File: src/rtl/clock_reset_seq.sv
// clock_reset_seq
//   Sequenced reset release and per-channel clock-enable dividers for
//   CH_NUM sub-domains. Everything runs on one clock. Every output is a
//   flop, or a flop through an inverter.
//
//   State | meaning
//   ------+----------------------------------------------------------
//   S_ASSERT  | all resets held, counting one stage of hold_q+1 cycles
//   S_RELEASE | one channel released at the end of each stage, in index order
//   S_RUN     | all channels released; waits for soft_rst_req or reset
//
// Ports
//   clk           system clock (rising edge)
//   reset         synchronous active-high reset
//   ck_en         global gate for the dividers only
//   soft_rst_req  restart the reset sequence on the next edge
//   stage_hold    stage length minus 1 (captured on entry to S_ASSERT)
//   div_ratio     per-channel divide ratio, channel i at [i*DIV_W +: DIV_W]
//   ch_en         per-channel divider enable
//   rst_out       per-channel reset, active-high
//   ce_out        per-channel one-cycle clock-enable pulse
//   seq_done      all channels released
//   busy          ~seq_done
module clock_reset_seq #(
  parameter int CH_NUM = 4,
  parameter int HOLD_W = 16,
  parameter int DIV_W  = 8
) (
  input  logic                     clk,
  input  logic                     reset,
  input  logic                     ck_en,
  input  logic                     soft_rst_req,
  input  logic [HOLD_W-1:0]        stage_hold,
  input  logic [CH_NUM*DIV_W-1:0]  div_ratio,
  input  logic [CH_NUM-1:0]        ch_en,
  output logic [CH_NUM-1:0]        rst_out,
  output logic [CH_NUM-1:0]        ce_out,
  output logic                     seq_done,
  output logic                     busy
);

  localparam int IDX_W = (CH_NUM > 1) ? $clog2(CH_NUM) : 1;
  localparam logic [IDX_W-1:0] IDX_LAST = IDX_W'(CH_NUM - 1);

  typedef enum logic [1:0] {
    S_ASSERT  = 2'd0,
    S_RELEASE = 2'd1,
    S_RUN     = 2'd2
  } state_t;

  state_t             state_q, state_d;
  logic [HOLD_W-1:0]  stage_cnt_q, stage_cnt_d;
  logic [HOLD_W-1:0]  hold_q, hold_d;
  logic [IDX_W-1:0]   idx_q, idx_d;
  logic [CH_NUM-1:0]  rst_q, rst_d;
  logic               done_q, done_d;

  logic [DIV_W-1:0]   div_cnt_q [CH_NUM];
  logic [DIV_W-1:0]   div_cnt_d [CH_NUM];
  logic [CH_NUM-1:0]  ce_q, ce_d;

  // Sequencer next state. soft_rst_req overrides whatever the current
  // state would have done on this edge.
  always_comb begin
    state_d     = state_q;
    stage_cnt_d = stage_cnt_q;
    hold_d      = hold_q;
    idx_d       = idx_q;
    rst_d       = rst_q;
    done_d      = done_q;

    if (soft_rst_req) begin
      state_d     = S_ASSERT;
      stage_cnt_d = '0;
      hold_d      = stage_hold;
      idx_d       = '0;
      rst_d       = '1;
      done_d      = 1'b0;
    end else begin
      case (state_q)
        S_ASSERT: begin
          rst_d = '1;
          if (stage_cnt_q == hold_q) begin
            stage_cnt_d = '0;
            idx_d       = '0;
            state_d     = S_RELEASE;
          end else begin
            stage_cnt_d = stage_cnt_q + 1'b1;
          end
        end
        S_RELEASE: begin
          if (stage_cnt_q == hold_q) begin
            for (int i = 0; i < CH_NUM; i++) begin
              if (idx_q == IDX_W'(i)) rst_d[i] = 1'b0;
            end
            stage_cnt_d = '0;
            idx_d       = idx_q + 1'b1;
            if (idx_q == IDX_LAST) begin
              done_d  = 1'b1;
              state_d = S_RUN;
            end
          end else begin
            stage_cnt_d = stage_cnt_q + 1'b1;
          end
        end
        S_RUN: begin
        end
        default: begin
          state_d = S_ASSERT;
        end
      endcase
    end
  end

  // Dividers. The >= compare makes a ratio lowered below the running
  // count fire on the next enabled edge instead of wrapping.
  always_comb begin
    for (int i = 0; i < CH_NUM; i++) begin
      div_cnt_d[i] = div_cnt_q[i];
      ce_d[i]      = 1'b0;
      if (soft_rst_req || rst_q[i] || !ch_en[i]) begin
        div_cnt_d[i] = '0;
      end else if (ck_en) begin
        if (div_cnt_q[i] >= div_ratio[i*DIV_W +: DIV_W]) begin
          ce_d[i]      = 1'b1;
          div_cnt_d[i] = '0;
        end else begin
          div_cnt_d[i] = div_cnt_q[i] + 1'b1;
        end
      end
    end
  end

  always_ff @(posedge clk) begin
    if (reset) begin
      state_q     <= S_ASSERT;
      stage_cnt_q <= '0;
      hold_q      <= stage_hold;
      idx_q       <= '0;
      rst_q       <= '1;
      done_q      <= 1'b0;
      ce_q        <= '0;
      for (int i = 0; i < CH_NUM; i++) div_cnt_q[i] <= '0;
    end else begin
      state_q     <= state_d;
      stage_cnt_q <= stage_cnt_d;
      hold_q      <= hold_d;
      idx_q       <= idx_d;
      rst_q       <= rst_d;
      done_q      <= done_d;
      ce_q        <= ce_d;
      for (int i = 0; i < CH_NUM; i++) div_cnt_q[i] <= div_cnt_d[i];
    end
  end

  assign rst_out  = rst_q;
  assign ce_out   = ce_q;
  assign seq_done = done_q;
  assign busy     = ~done_q;

endmodule

File: config.mk
export PLATFORM = sky130hd
export DESIGN_NAME = clock_reset_seq
export DESIGN_NICKNAME = d
export VERILOG_FILES = /design/src/rtl/clock_reset_seq.sv
export SDC_FILE = /design/constraint.sdc
export NUM_CORES = 1
export LEC_CHECK = 0
export CORE_MARGIN = 2
export CORE_UTILIZATION = 50
export DETAILED_ROUTE_END_ITERATION = 8
export PLACE_DENSITY = 0.75
export SYNTH_ARGS = -nofsm -noshare
export SYNTH_HDL_FRONTEND = slang
export SYNTH_SLANG_ARGS = --single-unit
File: constraint.sdc
create_clock -name clk -period 5.28 [get_ports clk]
set_clock_uncertainty 0.05 [all_clocks]
set_input_delay 0.528 -clock clk [delete_from_list [all_inputs] [get_ports clk]]
set_output_delay 0.528 -clock clk [all_outputs]
set_load 0.005 [all_outputs]
* Word level (Yosys, flattened, before mapping)
Memory sizes are Yosys's and may differ from the RTL's. Cells that the tools add are included.
Cells by class: add/subtract/negate cells 6, magnitude comparators 4, equal/unequal tests 12, multiplexer cells 39, bitwise operators 7, reductions and logical operators 29
Operator list (number):
- $mux 8 | 16
- $mux 16 | 3
- $add 8x1->8 const B | 4
- $ge 8x8->1 | 4
- $reduce_and 3->1 | 6
- $add 16x1->16 const B | 1
- $eq 16x16->1 | 1
- $ne 2x2->1 const B | 6
- $reduce_or 3->1 | 4
- $mux 1 | 11
- $mux 2 | 5
- $logic_or 1x1->1 | 8
- $pmux 4 s2 | 1
- $eq 2x2->1 const B | 3
- $pmux 2 s3 | 1
- $eq 2x1->1 const B | 2
- $logic_not 1->1 | 4
- $logic_not 2->1 | 2
- $mux 4 | 1
- $or 1x1->1 | 4
- $pmux 2 s2 | 1
- $reduce_and 4->1 | 1
- $reduce_bool 2->1 | 2
- $reduce_or 2->1 | 2
- other kinds (2) | 4
Storage, ports and cells: register bits after elaboration 45, memory bits (writable) 32, bits of input ports 56, output and inout port bits 10, logic and storage cells 111, memories 1
Memories:
- div_cnt_q | depth 4, bits a word 8, read ports 4, clocked after Yosys merged registers in 0, write ports 4, RTL line 58 | logic [DIV_W-1:0] div_cnt_q [CH_NUM];

* Logic depth before layout (Yosys ltp)
depth after elaboration 5, depth in mapped cells 7, depth with buffers taken out 7

* Worst setup path after synthesis
Ideal clock, no wire load.
kind input port to flip-flop, from input port soft_rst_req, to memory div_cnt_q[0][0], setup time 0.071 ns, arrival time 1.930 ns, data required time 5.159 ns, setup slack 3.229 ns, cell stages on the path 6, buffers on the path 1, cells stage by stage nor2_2 -> inv_1 -> buf_1 -> nor3b_2 -> nand2_1 -> a21oi_1
RTL lines:
- from (decl) | RTL line 32 | input logic soft_rst_req,
- to (decl) | RTL line 58

==> impl_metrics.csv <==
group,metric,value,unit
status,run_status,"finished, final reports clean",
timing,period_needed,2472,ps
cts,post_cts_resize_count,0,
cts,ctsRootBufferMaster,"clkbuf_8",
timing,finalMaxSlewViolations,0,
timing,setup-tns-final,0,ps
cts,post_cts_hold_buffer_count,0,
global_route,maximum_number_of_pins_on_one_net_before_global_route_repair,57,
cts,total_number_of_clock_tree_sinks,77,
worst_setup_path,worst_setup_path_startpoint,"soft_rst_req",
yosys,ys.warnings.count,0,
global_route,grt.overflow.total,0,
worst_setup_path,critPathLaunchType,"primary input",
finish,finalInstanceArea,5067,um2
worst_setup_path,r2r_slack,3170,ps
yosys,ys_dominant_reg_cell,"dfxtp_1",
timing,period_share,46.83,%
worst_hold_path,hold_path_class,"flop to flop",
cts,clock_tree.htree_level_count,3,
cts,cts_setup_buffers,0,
worst_setup_path,timing.critical_path.to_type,"flop",
timing,max_slew_margin,30.26,%
detailed_routing,route.detailed.vias_per_inst,5.139,
floorplanning,dieArea,8991,um2
timing,grt_setup_unrepaired,"no",
cts,clk_path_buf_depth,2,
worst_setup_path,worst-path-max-fanout,28,
yosys,synth_top_cell_area_share,29.61,%
power_and_ir_drop,pwr_density_cell,232.1,nW/um2
finish,n_fill_cell,707,
floorplanning,top_level_ports,66,
timing,worst_slew_pin_slew,1045,ps
place,detailed_place_hpwl,5.830,mm
detailed_routing,postRouteWirelength,7.778,mm
global_route,grt_first_pass_wirelength,13.26,mm
worst_setup_path,crit-reg2reg-launch,"stage_cnt_q[9]$_SDFFE_PP0N_",
worst_setup_path,worst_ep_required_time,5500,ps
worst_setup_path,r2r_worst_path_depth,5,
finish,antenna-diode-count,0,
finish,post_route_cells_drive_above_1_share,5.364,%
worst_setup_path,capturing_point_of_the_worst_reg2reg_path,"stage_cnt_q[3]$_SDFFE_PP0N_",
finish,finalNetCount,614,
detailed_routing,drt_first_iter_violations,75,
global_route,antenna_found_initial,0,
worst_setup_path,worst_ep_arrival_time,2690,ps
place,io_buffers,65,
yosys,synth_fp_nets,548,
yosys,synth.yosys.seq_area_share,41.26,%
power_and_ir_drop,p_leak,2.221,nW
finish,multi_input_comb_area,2242,um2
floorplanning,core_region_area,8093,um2
yosys,post_synth_main_area_contributors,"dfxtp_1 30%, ha_1 12%, edfxtp_1 12%",
detailed_routing,antenna_left,0,
finish,mostFrequentLayoutCell,"clkdlybuf4s50_1",
yosys,syn_area_per_cell,9.144,um2
detailed_routing,wire_per_inst,12.41,um
finish,ff_latch_area,1702,um2
power_and_ir_drop,peakVddDrop,0.1886,mV
global_route,grt_pass1_vias,3002,
floorplanning,count_of_standard_cell_rows,33,
yosys,yosys.area.top_type,"dfxtp_1",
worst_setup_path,worst-setup-path-type,"primary input to flop",
cts,worstSkewPairLatency,350,ps
yosys,ys_ff_latch,77,
yosys,async_reset_ff_share,0,%
timing,finalHoldViolCount,0,
floorplanning,chipHeight,94.82,um
detailed_routing,drt-pass1-iter-count,5,
cts,cts-buffers-inserted,9,
flow_run,drv.max_cap_violation_count,0,
place,placement.cell_area,4860,um2
yosys,yosysUniqueCellTypes,40,
place,gp_congestion,0.7708,
floorplanning,start_util,50.96,%
cts,clk_pin_slew_worst_paths,70,ps
yosys,synthCells,451,
finish,most-common-layout-cells,"64 x clkdlybuf4s50_1, 63 x nand2_1, 61 x dfxtp_1",
detailed_routing,via_count,3222,
worst_setup_path,worstSetupEndpoint,"div_cnt_q[1][4]$_SDFFE_PP0P_",
timing,timing.fmax,404.5,MHz
floorplanning,chipWidth,94.82,um
yosys,post_synth_design_cell_area,4124,um2
yosys,count_of_flip_flops_with_a_built_in_enable_after_synthesis,16,
finish,layout_stage_area_growth_over_the_synthesis_result,22.88,%
cts,clock_tree_from_tritoncts,"done",
global_route,globalRouteTotalUtil,18.58,%
timing,setup-violations-final,0,
detailed_routing,drc_errors,0,
## routing by layer
layer	vias up	track usage, %	wire, um	share of wire, %
met3	11	4.310	381	4.9
met4	0	6.159	106	1.4
met1	1464	23.30	3551	46
met5	-	0	0	0
li1	1672	-	-	-
met2	75	31.50	3738	48
## per-stage QoR
step	power (mW)	hold WS [ps]	util, %	instances	worst slack [ps]
after detailed placement	0.7214	460.2	60.05	611	2429
after floorplan	0.6717	417.7	-	451	3229
final	1.176	468.7	62.62	627	2808
after global placement	0.7176	434.6	60.05	611	2572
after global routing	1.224	493.9	62.62	627	2579
after CTS	1.190	471.4	62.62	627	2794
## worst min path at each step
stage	from	to	cells after the start
after floorplan	idx_q[1]$_SDFFE_PP0P_	idx_q[1]$_SDFFE_PP0P_	2
after global placement	idx_q[1]$_SDFFE_PP0P_	idx_q[1]$_SDFFE_PP0P_	2
after detailed placement	stage_cnt_q[1]$_SDFFE_PP0N_	stage_cnt_q[1]$_SDFFE_PP0N_	2
after CTS	stage_cnt_q[1]$_SDFFE_PP0N_	stage_cnt_q[1]$_SDFFE_PP0N_	2
after global routing	stage_cnt_q[1]$_SDFFE_PP0N_	stage_cnt_q[1]$_SDFFE_PP0N_	2
final	rst_out[2]$_SDFFE_PP1P_	rst_out[2]$_SDFFE_PP1P_	2
## flip-flops by register name, indices dropped and copies added (netlist names)
name         count
div_cnt_q       32
hold_q          16
stage_cnt_q     16
ce_out           4
rst_out          4
idx_q            2
state_q          2
seq_done         1
## final cells by class
type / count / area share, %
well taps: 105 / 2.593
inverters: 37 / 2.741
flip-flops and latches: 77 / 33.58
clock inverters: 5 / 1.506
multi-input cells: 327 / 44.25
clock buffers: 11 / 2.593
repair buffers: 65 / 12.74
## power by group
part	internal, mW	switching (mW)	total, mW
combinational	0.0521	0.0357	0.0878
sequential	0.613	0.00581	0.619
clock	0.264	0.205	0.469
## worst max-delay path, cell delays in order
cell	delay (ps)
clkdlybuf4s50_1	420
nor2_2	260
inv_1	520
nor3b_2	670
nand2_1	140
a21oi_1	150
## cells by family after synthesis
| family | count (synthesis) | synth area share (%) |
|---|---|---|
| AOI/OAI and AO/OA | 74 | 10.22 |
| xor gates and xnor gates | 57 | 12.11 |
| adders and majority gates | 41 | 12.44 |
| buffers and inverters | 47 | 4.369 |
| DFF | 77 | 41.26 |
| muxes | 5 | 1.335 |
| and+or+nand+nor | 150 | 18.26 |
## synth_stat cells, types with 2 or more instances
cell      number
nand2_1       63
dfxtp_1       61
a21oi_1       47
xor2_1        42
ha_1          41
inv_1         37
nor2_1        32
edfxtp_1      16
nand4_1       15
xnor2_1       15
a21o_1         9
clkbuf_1       8
and3_1         5
nor3_1         5
nor3b_2        5
o21ai_1        5
a31oi_1        4
mux2_2         4
nand2b_1       4
nand3_1        4
o21a_1         4
nor4_1         3
and4_1         2
nor2_2         2
nor3b_1        2
nor4_2         2
No activity file was read; power rests on OpenSTA's default activity.
